[src/rtl/apb_master.sv]
//==============================================================================
// Module   : apb_master
// Purpose  : Single-target APB master. A read or write command issued in IDLE
//            runs one APB transfer (SETUP then ACCESS until pready) to the
//            fixed address ADDR. Read data is kept in rdata_q; a write sends
//            rdata_q + 1.
// Ports    : pclk_i    - clock, rising edge
//            prst_n    - synchronous reset, active high
//            req_i     - command: 01 read, 10 write, 00/11 no-op
//            prdata_i  - APB read data
//            pready_i  - APB ready
//            psel_o    - APB select
//            penable_o - APB enable
//            paddr_o   - APB address (ADDR while busy, 0 in IDLE)
//            pwrite_o  - APB direction, 1 = write
//            pwdata_o  - APB write data (rdata_q + 1 during a write)
// Revision : 1.0 - initial release
//==============================================================================
`default_nettype none

module apb_master #(
  parameter logic [31:0] ADDR = 32'hDEAD_CAFE
) (
  input  logic        pclk_i,
  input  logic        prst_n,
  input  logic [1:0]  req_i,
  input  logic [31:0] prdata_i,
  input  logic        pready_i,
  output logic        psel_o,
  output logic        penable_o,
  output logic [31:0] paddr_o,
  output logic        pwrite_o,
  output logic [31:0] pwdata_o
);

  typedef enum logic [1:0] {
    IDLE   = 2'd0,
    SETUP  = 2'd1,
    ACCESS = 2'd2
  } state_t;

  localparam logic [1:0] c_REQ_READ  = 2'b01;
  localparam logic [1:0] c_REQ_WRITE = 2'b10;

  state_t      r_state;
  state_t      w_next_state;
  logic        r_write;     // latched command: 1 = write, 0 = read
  logic [31:0] r_rdata_q;   // last completed read data
  logic [31:0] r_pwdata;    // write data frozen at SETUP entry
  logic        w_start;
  logic        w_busy;

  // Commands are only accepted from IDLE; 00 and 11 are no-ops.
  assign w_start = (r_state == IDLE) &&
                   ((req_i == c_REQ_READ) || (req_i == c_REQ_WRITE));

  // State register
  always_ff @(posedge pclk_i) begin
    if (prst_n) begin
      r_state <= IDLE;
    end else begin
      r_state <= w_next_state;
    end
  end

  // Next-state logic
  always_comb begin
    w_next_state = r_state;
    case (r_state)
      IDLE:    if (w_start) w_next_state = SETUP;
      SETUP:   w_next_state = ACCESS;
      ACCESS:  if (pready_i) w_next_state = IDLE;
      default: w_next_state = IDLE;
    endcase
  end

  // Command latch, read-data capture and write-data snapshot
  always_ff @(posedge pclk_i) begin
    if (prst_n) begin
      r_write   <= 1'b0;
      r_rdata_q <= 32'd0;
      r_pwdata  <= 32'd0;
    end else begin
      if (w_start) begin
        r_write  <= (req_i == c_REQ_WRITE);
        // Snapshot taken on IDLE->SETUP so the value cannot move mid-transfer
        // even if rdata_q were to change.
        r_pwdata <= (req_i == c_REQ_WRITE) ? (r_rdata_q + 32'd1) : 32'd0;
      end
      if ((r_state == ACCESS) && pready_i && !r_write) begin
        r_rdata_q <= prdata_i;
      end
    end
  end

  // Outputs decode purely from registered state, so pready_i/prdata_i never
  // reach an output combinationally.
  assign w_busy    = (r_state == SETUP) || (r_state == ACCESS);
  assign psel_o    = w_busy;
  assign penable_o = (r_state == ACCESS);
  assign paddr_o   = w_busy ? ADDR : 32'd0;
  assign pwrite_o  = w_busy && r_write;
  assign pwdata_o  = (w_busy && r_write) ? r_pwdata : 32'd0;

endmodule

`default_nettype wire

[config.mk]
export PLATFORM = sky130hd
export DESIGN_NAME = apb_master
export DESIGN_NICKNAME = d
export VERILOG_FILES = /design/src/rtl/apb_master.sv
export SDC_FILE = /design/constraint.sdc
export NUM_CORES = 1
export LEC_CHECK = 0
export ABC_CLOCK_PERIOD_IN_PS = 2480
export CAP_MARGIN = 10
export CORE_ASPECT_RATIO = 0.6
export CORE_MARGIN = 2
export CORE_UTILIZATION = 35
export DETAILED_ROUTE_END_ITERATION = 6
export DONT_BUFFER_PORTS = 1
export PLACE_DENSITY = 0.53
export SLEW_MARGIN = 10
export SYNTH_ARGS = -nofsm -noshare
export SYNTH_HDL_FRONTEND = slang
export SYNTH_SLANG_ARGS = --single-unit
[constraint.sdc]
create_clock -name pclk_i -period 2.48 [get_ports pclk_i]
set_clock_uncertainty 0.15 [all_clocks]
set_input_delay 0 -clock pclk_i [delete_from_list [all_inputs] [get_ports pclk_i]]
set_output_delay 0 -clock pclk_i [all_outputs]
set_load 0.02 [all_outputs]
# --- Yosys cells after proc, flatten, opt, wreduce, memory -nomap -nowiden ---
# Index checks and enable logic that the tools add are counted.
classes:
  add_sub_neg: 1
  n_eq_ne: 6
  muxes: 6
  n_reduce_logical: 9
ops:
  columns: ["cell", "count"]
  rows:
  - ["32-bit 2-to-1 mux", 3]
  - ["32-bit by 1-bit adder with 32-bit output, second input constant", 1]
  - ["2-bit case mux with 3 select lines", 1]
  - ["2-bit by 1-bit equality test with 1-bit output, second input constant", 2]
  - ["2-bit equality test, second input constant", 2]
  - ["1-bit logical AND", 4]
  - ["2-bit 2-to-1 mux", 2]
  - ["2-bit inequality test, second input constant", 2]
  - ["2-bit zero test", 1]
  - ["1-bit logical OR", 2]
  - ["2-bit AND reduction", 1]
  - ["1-bit zero test", 1]
totals:
  register_bits: 67
  inputBits: 37
  output_inout_bits: 67
  word_cells: 26

# --- Logic depth before layout (Yosys ltp) ---
logic_depth:
  ltp_word: 5
  mapped_depth: 8
  depth_no_buf: 6

# --- Worst setup path after synthesis ---
# No wires, ideal clock.
synth_timing:
  path_type: "register to register"
  from: "register r_rdata_q[0]"
  to: "register r_pwdata[20]"
  setup_ns: 0.123
  arrival_time_ns: 1.736
  required_ns: 2.207
  slack_ns: 0.471
  path_stages_with_launch: 8
  path_buffers: 1
  period_less_slack_ns: 2.009
  cell_sequence: "dfxtp_1 ha_1 nand3_2 or4_1 buf_6 nor3_2 xnor2_1 o21ai_2"
synth_via:
  elab_chain_len: 2
synth_lines:
  columns: ["item", "line", "rtl"]
  rows:
  - ["from (decl)", "48", "logic [31:0] r_rdata_q;"]
  - ["from (signal assigned)", "91", "r_rdata_q <= prdata_i;"]
  - ["32-bit by 1-bit adder with 32-bit output", "88", "r_pwdata <= (req_i == c_REQ_WRITE) ? (r_rdata_q + 32'd1) : 32'd0;"]
  - ["32-bit 2-to-1 mux", "88", null]
  - ["to (signal assigned)", "88", null]
  - ["to (decl)", "49", "logic [31:0] r_pwdata;"]
# No other way between the ends.
# A chain may end at the register's enable or synchronous reset.

# --- Worst setup path after layout ---
layout_timing:
  from: "register r_rdata_q[0]"
  to: "register r_pwdata[22]"
# The elaborated chain is that of the path after synthesis.

==> run metrics <==
largest net degree at the start of global routing=47; period utilisation layout=between 90% and 100%; Worst R2R Path Depth=6; power per cell area=802 nW/um^2; proportion of layout cells with a drive suffix above 1=8.74%; leakage power total=1.47 nW; Post-Route WL=8750 um; Worst Setup Start Kind=register; Avg Inst Size Synth=a little under 8 um^2; type of the most critical hold path=input pin to register; Filler Cell Count=976; Core ar.=9290 um^2; CTS Buf Count=9; Multi-input gate area=between 1500 and 2000 um^2; DIE HEIGHT=80.3 um; delay-heaviest family, CP=simple AND/OR/NAND/NOR gates; Final ANT Viol Nets=0; fmax=approximately 430 MHz; WHS=5.38 ps; Setup crit start=r_rdata_q[0]$_SDFFE_PP0P_; Yosys reg bits=67; RSZ-0062 raised after global routing=false; ant diodes=0; Worst Setup Path Type=register to register; Crit path largest cell delay=780 ps; Pint=~2.1 mW; Async SR Flop Fraction=0%; Die ar.=between 10000 and 15000 um^2; Cell Chain, Critical Path=ha_1 -> nand3_2 -> or4_1 -> and3b_1 -> xnor2_1 -> o21ai_1; Main synth FF type=dfxtp_1; Register Area=~1300 um^2; min Tclk post-route=2300 ps; clk_lat worst skew=approximately 330 ps; Synth warnings=0; Starting DRT DRC Count=roughly 120; reg2reg end=r_pwdata[22]$_SDFFE_PP0P_; clock share of power=39.1%; Slew Viols, Final=0; Synth area leader=dfxtp_1; outcome=completed; Gate power share=24.6%; reg2reg setup slack=about 180 ps; initial antenna violation count=0; drt wl/cell=around 15 um; input/output buffers=0; drt drc=0; IO Count=104; Slew Limit Headroom=between 50% and 60%; Worst-path clk slew=roughly 60 ps; most common cell in the netlist=nand2_1; Setup violations, final=0; Pre-Repair DR Iteration Count=4; Fin Setup TNS=0 ps; Cell Area, Placed=roughly 3300 um^2; Arr. time, crit path=2370 ps; WP data required=approximately 2600 ps; total global routing overflow=0; Worst Max-Slew Pin Slew=roughly 600 ps; Layout Nets=between 400 and 500; most frequent cells after synthesis=100 x nand2_1, 67 x dfxtp_1, 36 x a21oi_1; CTS tree=done; Synth cell types=between 40 and 50; number of global-route vias before repair=2664; H-tree depth=3; sequential share of the synthesized area=between 30% and 40%; R2R Path Start=r_rdata_q[0]$_SDFFE_PP0P_; Final Hold Fails=0; Via density=slightly below 5; Sw Share=approximately 34%; Tot GR Track Use=about 18%; CP endpoint=r_pwdata[22]$_SDFFE_PP0P_; Critical Path Stages=6; Cell Area, Synth=between 3000 and 4000 um^2; clk root buf=clkbuf_16; detailed-route via count=between 2000 and 3000; CTS max path bufs=2; part of the power in registers=36.3%; Post-synth EDFFs=0; Area growth syn-to-layout=18.2%; Yosys top cell area share=approximately 39%; Net Switching=1.10 mW; Starting Density=around 37%; CP Capture Type=register; Synth Instances=between 400 and 500; maxcap violations=0; Chip Width=131 um; post-layout instance area=around 4000 um^2; Detailed Place HPWL=6150 um; Rows=27; worst-path fanout max=9; Slowest-stage cell, CP=or4_1; Peak VDD IR=roughly 0.00080 V; # clock sinks=between 60 and 70; global placement routability congestion=roughly 0.85; top cells by area, synth=dfxtp_1 39%, nand2_1 11%, buf_4 7.1%; crit path buf inv count=0; first-pass GRT wire length=~14000 um
final cells by class:
cell class                 instances  share of cell area, %
clock buffer                      11                   6.05
inverter                           6                  0.561
clock inverter                     5                   1.31
sequential                        67                   33.4
tap                              130                   4.05
timing repair buffer              46                   11.5
multi-input combinational        311                   43.2
cell usage in the layout, fill, tap and decap left out, drive strengths merged, types with 10 or more instances in the layout:
master       Yosys  routed
nand2          100     100
nand3           11      11
dlygate4sd3      0      36
xnor2           18      18
conb             1      10
clkbuf          21      11
a21oi           36      36
buf             35      10
and3            32      32
xor2            11      11
dfxtp           67      67
nor2            19      19
o21ai           23      23
nor3            10      10
tightest hold or removal path, delay by kind of cell:
kind	cells	cell delay, ps
buffers and inverters	1	20
adders and majority gates	1	250
and+or+nand+nor	1	90
AOI/OAI and AO/OA	1	70
registers in the layout, indices dropped and copies added, names as in the netlist:
| signal | flops |
|---|---|
| r_state | 2 |
| r_rdata_q | 32 |
| r_pwdata | 32 |
| r_write | 1 |
power groups by stage:
stage,Combinational (mW),Sequential (mW),Clock (mW)
finish,0.791,1.17,1.26
global route,0.858,1.17,1.35
CTS,0.799,1.17,1.29
detailed placement,0.735,1.19,0
global placement,0.723,1.19,0
floorplan,0.866,1.17,0
through the flow:
stage | power, mW | setup WS, ps | utilization (%) | cells
2_1_floorplan | 2.04 | 471 | - | 441
3_3_place_gp | 1.91 | 243 | 35.9 | 523
3_5_place_dp | 1.93 | 202 | 35.9 | 523
4_1_cts | 3.26 | 185 | 43.2 | 576
5_1_grt | 3.38 | 56.2 | 43.2 | 576
6_report | 3.22 | 179 | 43.2 | 576
layer usage:
metal | global-route usage (%) | vias to the layer above | wire (um)
met2 | 24.5 | 86 | 3440
met1 | 24.9 | 1261 | 4430
met4 | 4.78 | 0 | 90
li1 | - | 1428 | -
met5 | 0 | - | 0
met3 | 7.01 | 8 | 785
how the worst min path moves through the flow:
stage | depth (start not counted) | start | slack (ps) | to
6_report | 4 | req_i[0] | 5 | r_pwdata[1]$_SDFFE_PP0P_
2_1_floorplan | 2 | prdata_i[31] | -10 | r_rdata_q[31]$_SDFFE_PP0P_
3_3_place_gp | 1 | prst_n | -80 | r_rdata_q[22]$_SDFFE_PP0P_
4_1_cts | 4 | req_i[0] | 2 | r_pwdata[1]$_SDFFE_PP0P_
5_1_grt | 4 | req_i[0] | 30 | r_pwdata[1]$_SDFFE_PP0P_
3_5_place_dp | 1 | prst_n | -70 | r_rdata_q[8]$_SDFFE_PP0P_
repair_timing:
action | 4_1_cts | 5_1_grt
setup buffers | 0 | 0
resized for setup | 0 | 0
hold buffers | 37 | 0
endpoints found under the hold margin | 67 | 0
cells by family after synthesis:
family | after synthesis | share of synthesized area, %
simple gates | 196 | 28.3
buf+inv | 63 | 10.9
compound gates | 68 | 10.9
mux | 2 | 0.590
fa+ha+maj | 6 | 2.21
other cells | 1 | 0.110
xor+xnor | 29 | 7.48
flops | 67 | 39.5
(Power assumes the default switching activity.)
